### config.mk
export PLATFORM = sky130hd
export DESIGN_NAME = gf2_rref_arbiter
export DESIGN_NICKNAME = d
export VERILOG_FILES = /design/src/rtl/gf2_rref_arbiter.sv
export SDC_FILE = /design/constraint.sdc
export NUM_CORES = 1
export LEC_CHECK = 0
export ABC_AREA = 1
export CORE_AREA = 2 2 247 249
export CTS_CLUSTER_SIZE = 20
export DETAILED_ROUTE_END_ITERATION = 16
export DIE_AREA = 0 0 249 251
export GPL_TIMING_DRIVEN = 1
export PLACE_DENSITY = 0.42
export SLEW_MARGIN = 40
export SYNTH_ARGS = -nofsm -noshare
export SYNTH_HDL_FRONTEND = slang
export SYNTH_SLANG_ARGS = --single-unit
### constraint.sdc
create_clock -name clk -period 8.2 [get_ports clk]
set_input_delay 1.23 -clock clk [delete_from_list [all_inputs] [get_ports clk]]
set_output_delay 1.23 -clock clk [all_outputs]
set_load 0.01 [all_outputs]
### src/rtl/gf2_rref_arbiter.sv
// gf2_rref_arbiter
// Shares one gf2_rref elimination engine among CLIENTS requesters, one job at a
// time. A client is picked round-robin, its augmented matrix is latched and
// handed to the engine, and the result (or a zero matrix flagged as timed out
// when the engine does not finish within TIMEOUT cycles) is returned to that
// client over a valid/ready response handshake.
//
// Ports:
//   clk, rst           clock, asynchronous active-high reset
//   req_valid/ready    per-client job handshake (ready is one-hot or zero)
//   req_aug            per-client augmented matrix, row-major
//   resp_valid/ready   per-client result handshake (valid is one-hot or zero)
//   resp_rref          result matrix, shared by all clients
//   resp_timeout       qualifies resp_valid: job was aborted, resp_rref is zero
//   grant_id           client currently owning the engine
//   busy               high whenever a job is in flight
//   eng_rst_n          engine synchronous active-low reset
//   eng_start          one-cycle engine start pulse
//   eng_aug            matrix presented to the engine, stable for the whole job
//   eng_ready/eng_rref engine completion pulse and result
module gf2_rref_arbiter #(
  parameter int CLIENTS = 4,
  parameter int ROWS    = 8,
  parameter int COLS    = 11,
  parameter int TIMEOUT = 1024,
  localparam int GW     = $clog2(CLIENTS),
  localparam int CW     = $clog2(TIMEOUT + 1)
) (
  input  logic                                  clk,
  input  logic                                  rst,
  input  logic [CLIENTS-1:0]                    req_valid,
  output logic [CLIENTS-1:0]                    req_ready,
  input  logic [CLIENTS-1:0][ROWS-1:0][COLS-1:0] req_aug,
  output logic [CLIENTS-1:0]                    resp_valid,
  input  logic [CLIENTS-1:0]                    resp_ready,
  output logic [ROWS-1:0][COLS-1:0]             resp_rref,
  output logic                                  resp_timeout,
  output logic [GW-1:0]                         grant_id,
  output logic                                  busy,
  output logic                                  eng_rst_n,
  output logic                                  eng_start,
  output logic [ROWS-1:0][COLS-1:0]             eng_aug,
  input  logic                                  eng_ready,
  input  logic [ROWS-1:0][COLS-1:0]             eng_rref
);

  typedef enum logic [2:0] {
    ST_IDLE    = 3'd0,
    ST_LAUNCH  = 3'd1,
    ST_WAIT    = 3'd2,
    ST_ABORT   = 3'd3,
    ST_RESPOND = 3'd4
  } state_t;

  state_t                    state_r;
  state_t                    state_n_s;
  logic [GW-1:0]             last_grant_r;
  logic                      rst_done_r;
  logic [ROWS-1:0][COLS-1:0] aug_r;
  logic [ROWS-1:0][COLS-1:0] rref_r;
  logic [CW-1:0]             wait_cnt_r;
  logic [GW-1:0]             sel_s;
  logic [GW-1:0]             scan_idx_s;
  logic                      sel_found_s;
  logic                      accept_s;
  logic                      timeout_hit_s;

  // Round-robin pick: first requesting client after the last served one.
  always_comb begin
    sel_s       = '0;
    scan_idx_s  = '0;
    sel_found_s = 1'b0;
    for (int i = 1; i <= CLIENTS; i++) begin
      scan_idx_s = GW'((int'(last_grant_r) + i) % CLIENTS);
      if (!sel_found_s && req_valid[scan_idx_s]) begin
        sel_found_s = 1'b1;
        sel_s       = scan_idx_s;
      end else begin
        sel_found_s = sel_found_s;
      end
    end
  end

  assign timeout_hit_s = (wait_cnt_r == CW'(TIMEOUT - 1));

  // Next-state decode; eng_ready takes priority over a coinciding timeout.
  always_comb begin
    state_n_s = state_r;
    accept_s  = 1'b0;
    case (state_r)
      ST_IDLE: begin
        if (sel_found_s) begin
          accept_s  = 1'b1;
          state_n_s = ST_LAUNCH;
        end else begin
          state_n_s = ST_IDLE;
        end
      end
      ST_LAUNCH: state_n_s = ST_WAIT;
      ST_WAIT: begin
        if (eng_ready) begin
          state_n_s = ST_RESPOND;
        end else if (timeout_hit_s) begin
          state_n_s = ST_ABORT;
        end else begin
          state_n_s = ST_WAIT;
        end
      end
      ST_ABORT: state_n_s = ST_RESPOND;
      ST_RESPOND: begin
        if (resp_ready[grant_id]) begin
          state_n_s = ST_IDLE;
        end else begin
          state_n_s = ST_RESPOND;
        end
      end
      default: state_n_s = ST_IDLE;
    endcase
  end

  // Accept strobe to the selected client; held off while reset is asserted.
  always_comb begin
    req_ready = '0;
    if (accept_s && !rst) begin
      req_ready[sel_s] = 1'b1;
    end else begin
      req_ready = '0;
    end
  end

  // Result strobe to the owning client.
  always_comb begin
    resp_valid = '0;
    if (state_r == ST_RESPOND) begin
      resp_valid[grant_id] = 1'b1;
    end else begin
      resp_valid = '0;
    end
  end

  assign busy      = (state_r != ST_IDLE);
  assign eng_start = (state_r == ST_LAUNCH);
  // The engine is held in reset until the first edge after an arbiter reset,
  // and for the single ABORT cycle that recovers it from a hung job.
  assign eng_rst_n = rst_done_r && (state_r != ST_ABORT);
  assign eng_aug   = aug_r;
  assign resp_rref = rref_r;

  // Control state, grant ownership and round-robin pointer.
  always_ff @(posedge clk or posedge rst) begin
    if (rst) begin
      state_r      <= ST_IDLE;
      last_grant_r <= GW'(CLIENTS - 1);
      grant_id     <= '0;
      rst_done_r   <= 1'b0;
    end else begin
      state_r    <= state_n_s;
      rst_done_r <= 1'b1;
      if (accept_s) begin
        grant_id <= sel_s;
      end
      // Pointer moves only on a completed response, timed out or not.
      if ((state_r == ST_RESPOND) && resp_ready[grant_id]) begin
        last_grant_r <= grant_id;
      end
    end
  end

  // Job datapath: latched matrix, captured result, timeout flag, wait counter.
  always_ff @(posedge clk or posedge rst) begin
    if (rst) begin
      aug_r        <= '0;
      rref_r       <= '0;
      resp_timeout <= 1'b0;
      wait_cnt_r   <= '0;
    end else begin
      case (state_r)
        ST_IDLE: begin
          if (accept_s) begin
            aug_r <= req_aug[sel_s];
          end
        end
        ST_LAUNCH: wait_cnt_r <= '0;
        ST_WAIT: begin
          // Saturating: the counter never wraps.
          if (wait_cnt_r < CW'(TIMEOUT)) begin
            wait_cnt_r <= wait_cnt_r + CW'(1);
          end
          if (eng_ready) begin
            rref_r       <= eng_rref;
            resp_timeout <= 1'b0;
          end
        end
        ST_ABORT: begin
          rref_r       <= '0;
          resp_timeout <= 1'b1;
        end
        default: begin
        end
      endcase
    end
  end

endmodule
Word level (Yosys, flattened, before mapping)

Index checks and enable logic that the tools add are counted.

Register bits: 196
Input bits: 451
Output and inout port bits: 190
Word-level logic and storage cells: 102

Add/subtract/negate cells: 5
Order comparisons: 9
Equal/unequal tests: 8
Multiplexer cells: 39
Reduce and logical (&&, ||, !) cells: 19

Operators by type and width:

| kind                                                       | number |
|---|---|
| binary-select mux 88 bit (select 2 bit)                    | 1 |
| two-way mux 88 bit                                         | 2 |
| one-hot mux 88 bit (2 select lines)                        | 1 |
| one-hot mux 11 bit (2 select lines)                        | 1 |
| less-than comparator 2 x 3 -> 1 bit, second input constant | 6 |
| two-way mux 1 bit                                          | 16 |
| one-hot mux 3 bit (5 select lines)                         | 1 |
| adder 11 x 1 -> 11 bit, second input constant              | 1 |
| == test 11 x 10 -> 1 bit, second input constant            | 1 |
| less-than comparator 11 bit, second input constant         | 1 |
| two-way mux 11 bit                                         | 1 |
| binary-select mux 1 bit (select 2 bit)                     | 5 |
| logical AND 1 bit                                          | 8 |
| two-way mux 2 bit                                          | 4 |
| two-way mux 4 bit                                          | 2 |
| == test 3 x 2 -> 1 bit, second input constant              | 2 |
| two-way mux 3 bit                                          | 2 |
| AND reduction 2 bit                                        | 3 |
| adder 2 x 1 -> 2 bit, second input constant                | 2 |
| adder 2 bit, second input constant                         | 2 |
| demux 1 bit (select 2 bit)                                 | 2 |
| >= comparator 2 x 1 -> 1 bit, second input constant        | 2 |
| zero test 1 bit                                            | 4 |
| != test 2 bit, second input constant                       | 2 |
| other kinds (7)                                            | 8 |

Logic depth before layout (Yosys ltp)

Gate-level depths: netlist (run 1).

Depth in word-level cells: 18
Mapped depth: 19
Depth with buffers taken out: 16

Worst setup path before layout (run 1)

No wires, ideal clock.

Path type: input to output
From: input rst
To: output req_ready[0]
Data arrival time: 6.335 ns
Data required time: 6.970 ns
Setup slack: 0.635 ns
Stages: 3
Path buffers: 0
Cell sequence: inv_1 > nand2_1 > nor3_1

Word-level cells in the longest chain between the ends: 3

RTL lines:

| element                          | line | source |
|---|---|---|
| start, declared                  | 30   | `input logic rst,` |
| zero test 1 bit (no source line) | n/a  |  |
| logical AND 1 bit                | 124  | `if (accept_s && !rst) begin` |
| two-way mux 4 bit                | 124  |  |
| end, declared                    | 32   | `output logic [CLIENTS-1:0] req_ready,` |

Every way passes these cells.

Final worst setup path (run 1)

From: input req_valid[1]
To: output req_ready[1]

Word-level cells in the longest chain between the ends: 17
Elaborated cells between the ends (all ways): 31
Those cells by class: 2 x order compare; 21 x mux; 8 x reduce/logical

RTL lines:

| element                                                                                                   | line | source |
|---|---|---|
| start, declared                                                                                           | 31   | `input logic [CLIENTS-1:0] req_valid,` |
| binary-select mux 1 bit (select 2 bit)                                                                    | 75   | `if (!sel_found_s && req_valid[scan_idx_s]) begin` |
| two-way mux 1 bit (implied by the code)                                                                   | 75   |  |
| two-way mux 1 bit                                                                                         | 75   |  |
| zero test 1 bit                                                                                           | 75   |  |
| logical AND 1 bit                                                                                         | 75   |  |
| two-way mux 1 bit                                                                                         | 75   |  |
| zero test 1 bit                                                                                           | 75   |  |
| logical AND 1 bit                                                                                         | 75   |  |
| two-way mux 1 bit                                                                                         | 75   |  |
| zero test 1 bit                                                                                           | 75   |  |
| logical AND 1 bit                                                                                         | 75   |  |
| two-way mux 2 bit                                                                                         | 75   |  |
| less-than comparator 2 x 3 -> 1 bit (implied by the code) or >= comparator 2 x 1 -> 1 bit (tied branches) | 125  | `req_ready[sel_s] = 1'b1;` |
| logical AND 1 bit (implied by the code)                                                                   | 125  |  |
| two-way mux 1 bit (implied by the code)                                                                   | 125  |  |
| demux 1 bit (select 2 bit)                                                                                | 125  |  |
| two-way mux 4 bit *                                                                                       | 124  |  |

Every way passes the cells marked *; elsewhere a longest branch is shown, timed or not. The select of a mux whose other input is x is not followed.

==> results.sh, run 1 <==
export IMPL_fin_crit_sh=0.700
export IMPL_fmaxAchievable_mhz=174
export IMPL_dpl_cell_area_um2=18600
export IMPL_cts_root_buf="clkbuf_16"
export IMPL_dp_cells=3107
export IMPL_ios=641
export IMPL_nets=2796
export IMPL_syn_to_final_growth_pct=65.0
export IMPL_hpwlAfterDp_um=46000
export IMPL_cts_resized=0
export IMPL_crit_top_cell="nand2_1"
export IMPL_holdWs_ns=0.482
export IMPL_cts_hold_buffers=0
export IMPL_finalWirelength_um=61900
export IMPL_cts_buffers=17
export IMPL_ys_flop_type="dfrtp_1"
export IMPL_portBuffers=640
export IMPL_yosysWarnings=0
export IMPL_worstSetupEndpointType="primary output"
export IMPL_vias_per_cell=4.41
export IMPL_dr_pass1_iters=5
export IMPL_syn_avg_cell_area_um2=6.47
export IMPL_fin_skew_ns=0.0128
export IMPL_finalHoldViolCount=0
export IMPL_worstPathArrival_ns=4.51
export IMPL_hp_class="flip-flop to flip-flop"
export IMPL_clock_latency_ns=0.50
export IMPL_postRouteAntennaNets=0
export IMPL_cp_start_kind="input port"
export IMPL_gp_congestion=0.870
export IMPL_synth_seq_cells=196
export IMPL_synth_distinct_cells=33
export IMPL_worstMarginPinSlew_ns=0.837
export IMPL_max_stage_delay_ns=0.73
export IMPL_async_flop_share=1.00
export IMPL_core_um2=59800
export IMPL_status="finished clean"
export IMPL_cap_violations=0
export IMPL_grt_pass1_wl_um=91000
export IMPL_fin_crit_ns=5.74
export IMPL_multi_input_area_um2=6060
export IMPL_routedWlPerCell_um=19.6
export IMPL_reg2reg_from="last_grant_r[0]$_DFFE_PP1P_"
export IMPL_r2r_end="eng_aug[73]$_DFFE_PP0P_"
export IMPL_drc=0
export IMPL_placementRows=90
export IMPL_die_h_um=251
export IMPL_crit_buf_inv=4
export IMPL_path_clk_slew_ns=0.07
export IMPL_yosysSeqAreaShare=0.420
export IMPL_crit_required_ns=6.97
export IMPL_antenna_found_initial=23
export IMPL_netlist_instances=1803
export IMPL_die_area_um2=62500
export IMPL_start_util=0.195
export IMPL_crit_path_top_delay_cell="clkinv_2"
export IMPL_setup_tns_ns=0
export IMPL_cts_num_sinks=196
export IMPL_fill_cells=6565
export IMPL_drtIter0Drc=686
export IMPL_min_path_cells=2
export IMPL_netlist_area_um2=11700
export IMPL_crit_type="input port to primary output"
export IMPL_final_cells=3155
export IMPL_p_leak_nw=9.45
export IMPL_cts_buffer_depth=2
export IMPL_setup_viol=0
export IMPL_slew_headroom=0.442
export IMPL_grt_max_degree=95
export IMPL_critPathMaxFanout=44
export IMPL_grt_pass1_vias=14043
export IMPL_grt_total_usage=0.195
export IMPL_rsz0062_at_grt="false"
export IMPL_r2r_cells=17
export IMPL_seqCellArea_um2=4910
export IMPL_drv_slew=0
export IMPL_drive_gt1_frac=0.0297
export IMPL_postLayoutCellArea_um2=19300
export IMPL_path_cells="clkdlybuf4s50_1 > nand2_1 > nand3_1 > nand2_1 > inv_1 > nor2_4 > nand3_4 > nand2_4 > clkinv_2 > nand2_1 > nor3_1 > clkdlybuf4s50_1"
export IMPL_crit_family="buffers and inverters"
export IMPL_r2r_slack_ns=4.62
export IMPL_min_delay_start="eng_aug[5]$_DFFE_PP0P_"
export IMPL_dieWidth_um=249
export IMPL_peakVddDrop_mv=0.294
export IMPL_htreeDepth=4
export IMPL_p_per_area_nw_per_um2=442
export IMPL_whs_endpoint="eng_aug[5]$_DFFE_PP0P_"
export IMPL_vias=13902
export IMPL_overflow=0
export IMPL_postCtsSetupBuffers=0
export IMPL_tritoncts="built"
export IMPL_synth_edf_count=0
export IMPL_syn_nets=2255
export IMPL_power_mw=8.51
## power breakdown
part           switching [mW]  internal [mW]
Combinational            3.97           2.05
Clock                   0.460          0.443
Sequential              0.222           1.37
Total                    4.65           3.86
## placed cells by master, fill, tap and decap left out, drive strengths merged, types with 2 or more instances in the layout
| cell | count |
|---|---|
| nor2 | 13 |
| dfrtp | 194 |
| o21ai | 10 |
| buf | 17 |
| nor3 | 16 |
| dfstp | 2 |
| nor3b | 2 |
| clkinv | 3 |
| a21oi | 8 |
| clkinvlp | 2 |
| nand4 | 2 |
| inv | 36 |
| nand3 | 364 |
| clkdlybuf4s50 | 639 |
| clkbuf | 19 |
| nand2 | 1019 |
| diode | 16 |
## metal layers
layer / up-vias / routed length (um) / global-route usage
met5: - / 92 / 0
met4: 14 / 1680 / 0.0838
met3: 73 / 4380 / 0.0651
met2: 433 / 30500 / 0.329
met1: 6580 / 25200 / 0.226
li1: 6802 / - / -
## sequential cells by signal, indices dropped and copies added, names as in the netlist
signal,count
state_r,3
wait_cnt_r,11
eng_aug,88
resp_timeout,1
rst_done_r,1
grant_id,2
last_grant_r,2
resp_rref,88
## cells by family after synthesis
family | after synthesis | synth area share
and+or+nand+nor | 1418 | 0.501
DFF | 196 | 0.420
buffers and inverters | 163 | 0.0651
AOI/OAI and AO/OA | 23 | 0.0110
xor gates and xnor gates | 1 | 0.000750
adders and majority gates | 1 | 0.00107
other | 1 | 0.000321
## cell usage after synthesis, types with 2 or more instances
library cell,n,share of area
buf_4,14,0.0090
a21oi_1,8,0.0034
nor2_1,12,0.0039
dfstp_2,2,0.0045
nand2_1,1014,0.33
nand2_2,5,0.0027
o21ai_0,9,0.0039
buf_1,20,0.0064
buf_6,3,0.0029
buf_2,56,0.024
nand4_1,2,0.0011
clkbuf_1,41,0.013
inv_2,6,0.0019
dfrtp_1,194,0.42
nand3_1,363,0.16
nor3b_1,2,0.0013
inv_1,22,0.0071
nor3_1,15,0.0064
## worst max path at each step
stage	from	to	cells after the start
2_1_floorplan	rst	req_ready[0]	3
3_3_place_gp	req_valid[0]	req_ready[1]	12
3_5_place_dp	req_valid[1]	req_ready[0]	12
4_1_cts	req_valid[1]	req_ready[0]	12
5_1_grt	req_valid[1]	req_ready[0]	12
6_report	req_valid[1]	req_ready[1]	12
## final cells by class
type,instances,area share
clock inverters,13,0.00792
clock buffers,19,0.0230
flip-flops and latches,196,0.255
multi-input cells,1444,0.315
diodes,16,0.00208
inverters,29,0.00637
well taps,782,0.0508
repair buffers,656,0.340
## worst min-delay path, delay by kind of cell, from the launching register on
kind             cells  cell delay [ns]
DFF                  1             0.35
and+or+nand+nor      2             0.10
## per-stage QoR
step            util  setup slack (ns)
3_3_place_gp   0.311              2.38
3_5_place_dp   0.312              2.37
5_1_grt        0.322              2.17
4_1_cts        0.321              2.35
2_1_floorplan      -             0.635
6_report       0.322              2.46
Note: power is estimated with default switching activity, not from simulation.
==> inputs of run 2 (changes only) <==
==> constraint.sdc (replaced) <==
create_clock -name clk -period 5.3 [get_ports clk]
set_input_delay 0.795 -clock clk [delete_from_list [all_inputs] [get_ports clk]]
set_output_delay 0.795 -clock clk [all_outputs]
set_load 0.01 [all_outputs]
==> results.sh, run 2 (same netlist as run 1, synthesis figures left out) <==
export IMPL_worstMarginPinSlew_ns=0.832
export IMPL_fin_crit_sh=0.773
export IMPL_core_um2=59800
export IMPL_cts_buffer_depth=2
export IMPL_critPathMaxFanout=5
export IMPL_final_common_cell="nand2_1"
export IMPL_cts_resized=0
export IMPL_worstPathArrival_ns=3.30
export IMPL_finalWirelength_um=63200
export IMPL_finalHoldViolCount=0
export IMPL_fin_crit_ns=4.10
export IMPL_crit_type="input port to primary output"
export IMPL_drc=0
export IMPL_p_per_area_nw_per_um2=684
export IMPL_postCtsSetupBuffers=0
export IMPL_dieWidth_um=249
export IMPL_rsz0062_at_grt="false"
export IMPL_ios=641
export IMPL_htreeDepth=4
export IMPL_drive_gt1_frac=0.0322
export IMPL_max_stage_delay_ns=0.61
export IMPL_die_h_um=251
export IMPL_gp_congestion=0.837
export IMPL_fin_skew_ns=0.0142
export IMPL_grt_pass1_vias=14371
export IMPL_crit_family="buffers and inverters"
export IMPL_hpwlAfterDp_um=47000
export IMPL_slew_headroom=0.446
export IMPL_path_cells="clkdlybuf4s50_1 > nand2_1 > nand2_1 > nand2_1 > nand2_1 > inv_1 > nand2_1 > nor2_1 > a21oi_4 > clkinv_2 > nor3_1 > clkdlybuf4s50_1"
export IMPL_drtIter0Drc=709
export IMPL_antenna_found_initial=12
export IMPL_cts_buffers=17
export IMPL_cts_root_buf="clkbuf_16"
export IMPL_crit_top_cell="nand2_1"
export IMPL_cp_start_kind="input port"
export IMPL_grt_pass1_wl_um=94400
export IMPL_syn_to_final_growth_pct=65.4
export IMPL_p_leak_nw=9.49
export IMPL_holdWs_ns=0.482
export IMPL_crit_required_ns=4.51
export IMPL_worstSetupEndpointType="primary output"
export IMPL_cts_hold_buffers=0
export IMPL_grt_max_degree=143
export IMPL_overflow=0
export IMPL_fmaxAchievable_mhz=244
export IMPL_crit_buf_inv=4
export IMPL_clock_latency_ns=0.50
export IMPL_drv_slew=0
export IMPL_start_util=0.195
export IMPL_cts_num_sinks=196
export IMPL_routedWlPerCell_um=20.1
export IMPL_hp_class="flip-flop to flip-flop"
export IMPL_portBuffers=640
export IMPL_mostFrequentLayoutCells="1012 x nand2_1, 639 x clkdlybuf4s50_1, 363 x nand3_1"
export IMPL_dr_pass1_iters=5
export IMPL_status="finished clean"
export IMPL_vias=13948
export IMPL_vias_per_cell=4.43
export IMPL_setup_tns_ns=0
export IMPL_peakVddDrop_mv=0.853
export IMPL_die_area_um2=62500
export IMPL_placementRows=90
export IMPL_cap_violations=0
export IMPL_tritoncts="built"
export IMPL_nets=2802
export IMPL_path_clk_slew_ns=0.08
export IMPL_postRouteAntennaNets=0
export IMPL_grt_total_usage=0.201
export IMPL_setup_viol=0
export IMPL_crit_path_top_delay_cell="clkdlybuf4s50_1"
run 2: worst reg2reg max path: cells and delay by family, from the launching register on:
kind	cells	cell delay, ns
buf+inv	3	1.18
flops	1	0.64
simple gates	13	1.49
run 2: area by class of cell:
cell class | instances | area (um^2)
Antenna cell | 5 | 12.5
Tap cell | 782 | 978
Inverter | 29 | 120
Timing Repair Buffer | 662 | 6620
Clock buffer | 17 | 425
Multi-Input combinational cell | 1444 | 6060
Clock inverter | 14 | 176
Sequential cell | 196 | 4910
Fill cell | 6524 | 40500
run 2: worst paths after layout:
| check | start | endpoint | slack [ns] | cells past startpoint |
|---|---|---|---|---|
| min in group asynchronous | rst | eng_aug[67]$_DFFE_PP0P_ | 0.76 | 3 |
| worst max register to register | last_grant_r[0]$_DFFE_PP1P_ | eng_aug[40]$_DFFE_PP0P_ | 1.97 | 16 |
| worst max-delay path | req_valid[0] | req_ready[0] | 1.20 | 12 |
| worst min register to register | eng_aug[68]$_DFFE_PP0P_ | eng_aug[68]$_DFFE_PP0P_ | 0.48 | 2 |
| worst min-delay path | eng_aug[68]$_DFFE_PP0P_ | eng_aug[68]$_DFFE_PP0P_ | 0.48 | 2 |
| max in group asynchronous | rst | eng_aug[2]$_DFFE_PP0P_ | 3.03 | 5 |
run 2: through the flow:
stage / utilization / area (um^2) / worst slack (ns) / power, mW / cells
5_1_grt: 0.323 / 19300 / 1.06 / 14.7 / 3146
3_3_place_gp: 0.312 / 18700 / 1.16 / 12.0 / 3112
3_5_place_dp: 0.312 / 18700 / 1.15 / 12.0 / 3112
6_report: 0.323 / 19300 / 1.20 / 13.2 / 3149
2_1_floorplan: - / 11700 / 0.271 / 8.39 / 1803
4_1_cts: 0.322 / 19300 / 1.15 / 13.5 / 3143
run 2: report_power, final:
| group | internal [mW] | leakage [nW] | switching (mW) |
|---|---|---|---|
| clock | 0.680 | 0.295 | 0.736 |
| combinational | 3.21 | 6.67 | 6.11 |
| sequential | 2.12 | 2.52 | 0.352 |
run 2: per-layer routing:
layer	wire length, um	vias to the layer above	GRT usage
li1	-	6809	-
met1	25600	6653	0.235
met3	4570	54	0.0638
met2	31800	420	0.353
met5	81	-	0
met4	1220	12	0.0566
==> inputs of run 3 (changes only) <==
--- a/config.mk
+++ b/config.mk
@@ -6,10 +6,10 @@
 export NUM_CORES = 1
 export LEC_CHECK = 0
 export ABC_AREA = 1
-export CORE_AREA = 2 2 247 249
+export CORE_AREA = 2 2 253 255
 export CTS_CLUSTER_SIZE = 20
 export DETAILED_ROUTE_END_ITERATION = 16
-export DIE_AREA = 0 0 249 251
+export DIE_AREA = 0 0 255 257
 export GPL_TIMING_DRIVEN = 1
 export PLACE_DENSITY = 0.42
 export SLEW_MARGIN = 40
==> constraint.sdc (replaced) <==
create_clock -name clk -period 3.6 [get_ports clk]
set_input_delay 0.54 -clock clk [delete_from_list [all_inputs] [get_ports clk]]
set_output_delay 0.54 -clock clk [all_outputs]
set_load 0.01 [all_outputs]
==> results.sh, run 3 (same netlist as run 1, synthesis figures left out) <==
export IMPL_cp_start_kind="flip-flop"
export IMPL_fin_crit_sh=0.842
export IMPL_vias=13924
export IMPL_htreeDepth=4
export IMPL_fin_crit_ns=3.03
export IMPL_grt_total_usage=0.204
export IMPL_placementRows=92
export IMPL_cap_violations=0
export IMPL_multi_input_area_um2=6090
export IMPL_die_area_um2=65500
export IMPL_rsz0062_at_grt="false"
export IMPL_tritoncts="built"
export IMPL_worstPathArrival_ns=2.49
export IMPL_drtIter0Drc=876
export IMPL_seqCellArea_um2=4910
export IMPL_finalWirelength_um=66600
export IMPL_portBuffers=640
export IMPL_vias_per_cell=4.32
export IMPL_start_util=0.186
export IMPL_setup_viol=0
export IMPL_power_frac_seq=0.181
export IMPL_p_leak_nw=9.62
export IMPL_nets=2810
export IMPL_cts_buffer_depth=2
export IMPL_r2r_end="eng_aug[16]$_DFFE_PP0P_"
export IMPL_final_common_cell="nand2_1"
export IMPL_finalHoldViolCount=0
export IMPL_postRouteAntennaNets=0
export IMPL_power_frac_comb=0.712
export IMPL_sw_frac_of_total=0.543
export IMPL_status="finished clean"
export IMPL_hpwlAfterDp_um=49700
export IMPL_r2r_cells=12
export IMPL_reg2reg_from="last_grant_r[0]$_DFFE_PP1P_"
export IMPL_path_clk_slew_ns=0.08
export IMPL_intPower_mw=9.17
export IMPL_dr_pass1_iters=5
export IMPL_grt_pass1_wl_um=98100
export IMPL_p_sw_mw=10.9
export IMPL_gp_congestion=0.888
export IMPL_worstSetupEndpointType="primary output"
export IMPL_clock_latency_ns=0.50
export IMPL_final_cells=3226
export IMPL_antenna_found_initial=17
export IMPL_fill_cells=6787
export IMPL_crit_type="flip-flop to primary output"
export IMPL_slew_headroom=0.467
export IMPL_dieWidth_um=255
export IMPL_peakVddDrop_mv=1.55
export IMPL_fmaxAchievable_mhz=330
export IMPL_routedWlPerCell_um=20.7
export IMPL_cts_buffers=17
export IMPL_mostFrequentLayoutCells="1009 x nand2_1, 635 x clkdlybuf4s50_1, 362 x nand3_1"
export IMPL_drv_slew=0
export IMPL_drive_gt1_frac=0.0396
export IMPL_cts_num_sinks=196
export IMPL_hp_class="input port to async pin"
export IMPL_fin_skew_ns=0.0138
export IMPL_r2r_slack_ns=0.74
export IMPL_critPathMaxFanout=8
export IMPL_core_um2=62700
export IMPL_cts_root_buf="clkbuf_16"
export IMPL_setup_tns_ns=0
export IMPL_dp_cells=3181
export IMPL_syn_to_final_growth_pct=68.0
export IMPL_ios=641
export IMPL_worstMarginPinSlew_ns=0.799
export IMPL_crit_required_ns=3.06
export IMPL_grt_pass1_vias=14352
export IMPL_grt_max_degree=132
export IMPL_power_mw=20.1
export IMPL_overflow=0
export IMPL_cts_hold_buffers=0
export IMPL_drc=0
export IMPL_p_clk_frac=0.106
export IMPL_p_per_area_nw_per_um2=1020
export IMPL_die_h_um=257
## run 3: cell count changes in the layout (fill, tap and decap cells not counted), sizes merged
cell,delta
buf,+10
clkbuf,+1
clkdlybuf4s50,-4
clkinv,+1
diode,+4
dlymetal6s2s,+2
inv,-1
## run 3: metal layers
metal,vias to the layer above,global-route usage,routed length [um]
met3,71,0.0593,4230
met2,393,0.347,32800
li1,6826,-,-
met5,-,0,81
met4,12,0.0515,1230
met1,6622,0.251,28300
## run 3: metrics by stage
step | util | setup WS (ns) | cell area (um^2) | hold WS [ns]
after floorplan | - | -0.875 | 11700 | 0.476
after global placement | 0.301 | 0.195 | 18900 | 0.462
after detailed placement | 0.301 | 0.226 | 18900 | 0.464
after CTS | 0.311 | 0.00176 | 19500 | 0.275
after global routing | 0.312 | 0.360 | 19600 | 0.297
final | 0.313 | 0.568 | 19600 | 0.320
## run 3: layout make-up
type	instances	area share
clock buffer	18	0.0224
tap	846	0.0540
timing repair buffer	670	0.345
clock inverter	14	0.0100
inverter	29	0.00619
antenna	9	0.00115
multi-input combinational	1444	0.311
sequential	196	0.250
## run 3: power by group through the flow
| stage | registers [mW] | clock network [mW] | logic [mW] |
|---|---|---|---|
| floorplan | 3.97 | 0 | 8.38 |
| global placement | 3.68 | 0 | 14.5 |
| detailed placement | 3.69 | 0 | 14.5 |
| CTS | 3.66 | 2.25 | 14.6 |
| global route | 3.76 | 2.30 | 16.2 |
| finish | 3.64 | 2.13 | 14.3 |
## run 3: worst max-delay path: stages (launching register included)
cell	delay [ns]
dfstp_2	0.64
inv_4	0.08
nand2_1	0.08
and2_1	0.15
nor2_1	0.05
a21boi_0	0.15
nand2_1	0.12
a21oi_4	0.16
buf_12	0.16
clkinv_2	0.09
nor3_1	0.14
dlymetal6s2s_1	0.18
## run 3: worst max path at each step
stage                                            from           end  cells after the start
after floorplan                                   rst  req_ready[0]                      3
after global placement                   req_valid[0]  req_ready[3]                     13
after detailed placement                 req_valid[3]  req_ready[3]                     12
after CTS                 last_grant_r[0]$_DFFE_PP1P_  req_ready[3]                     13
after global routing      last_grant_r[0]$_DFFE_PP1P_  req_ready[0]                     11
final                     last_grant_r[0]$_DFFE_PP1P_  req_ready[0]                     11
## run 3: what timing repair did
item                                   in CTS  in global routing
endpoints found under the hold margin       0                  0
buffers inserted                            3                  0
gates resized for setup                     0                 11
setup endpoints to repair                   2                  4
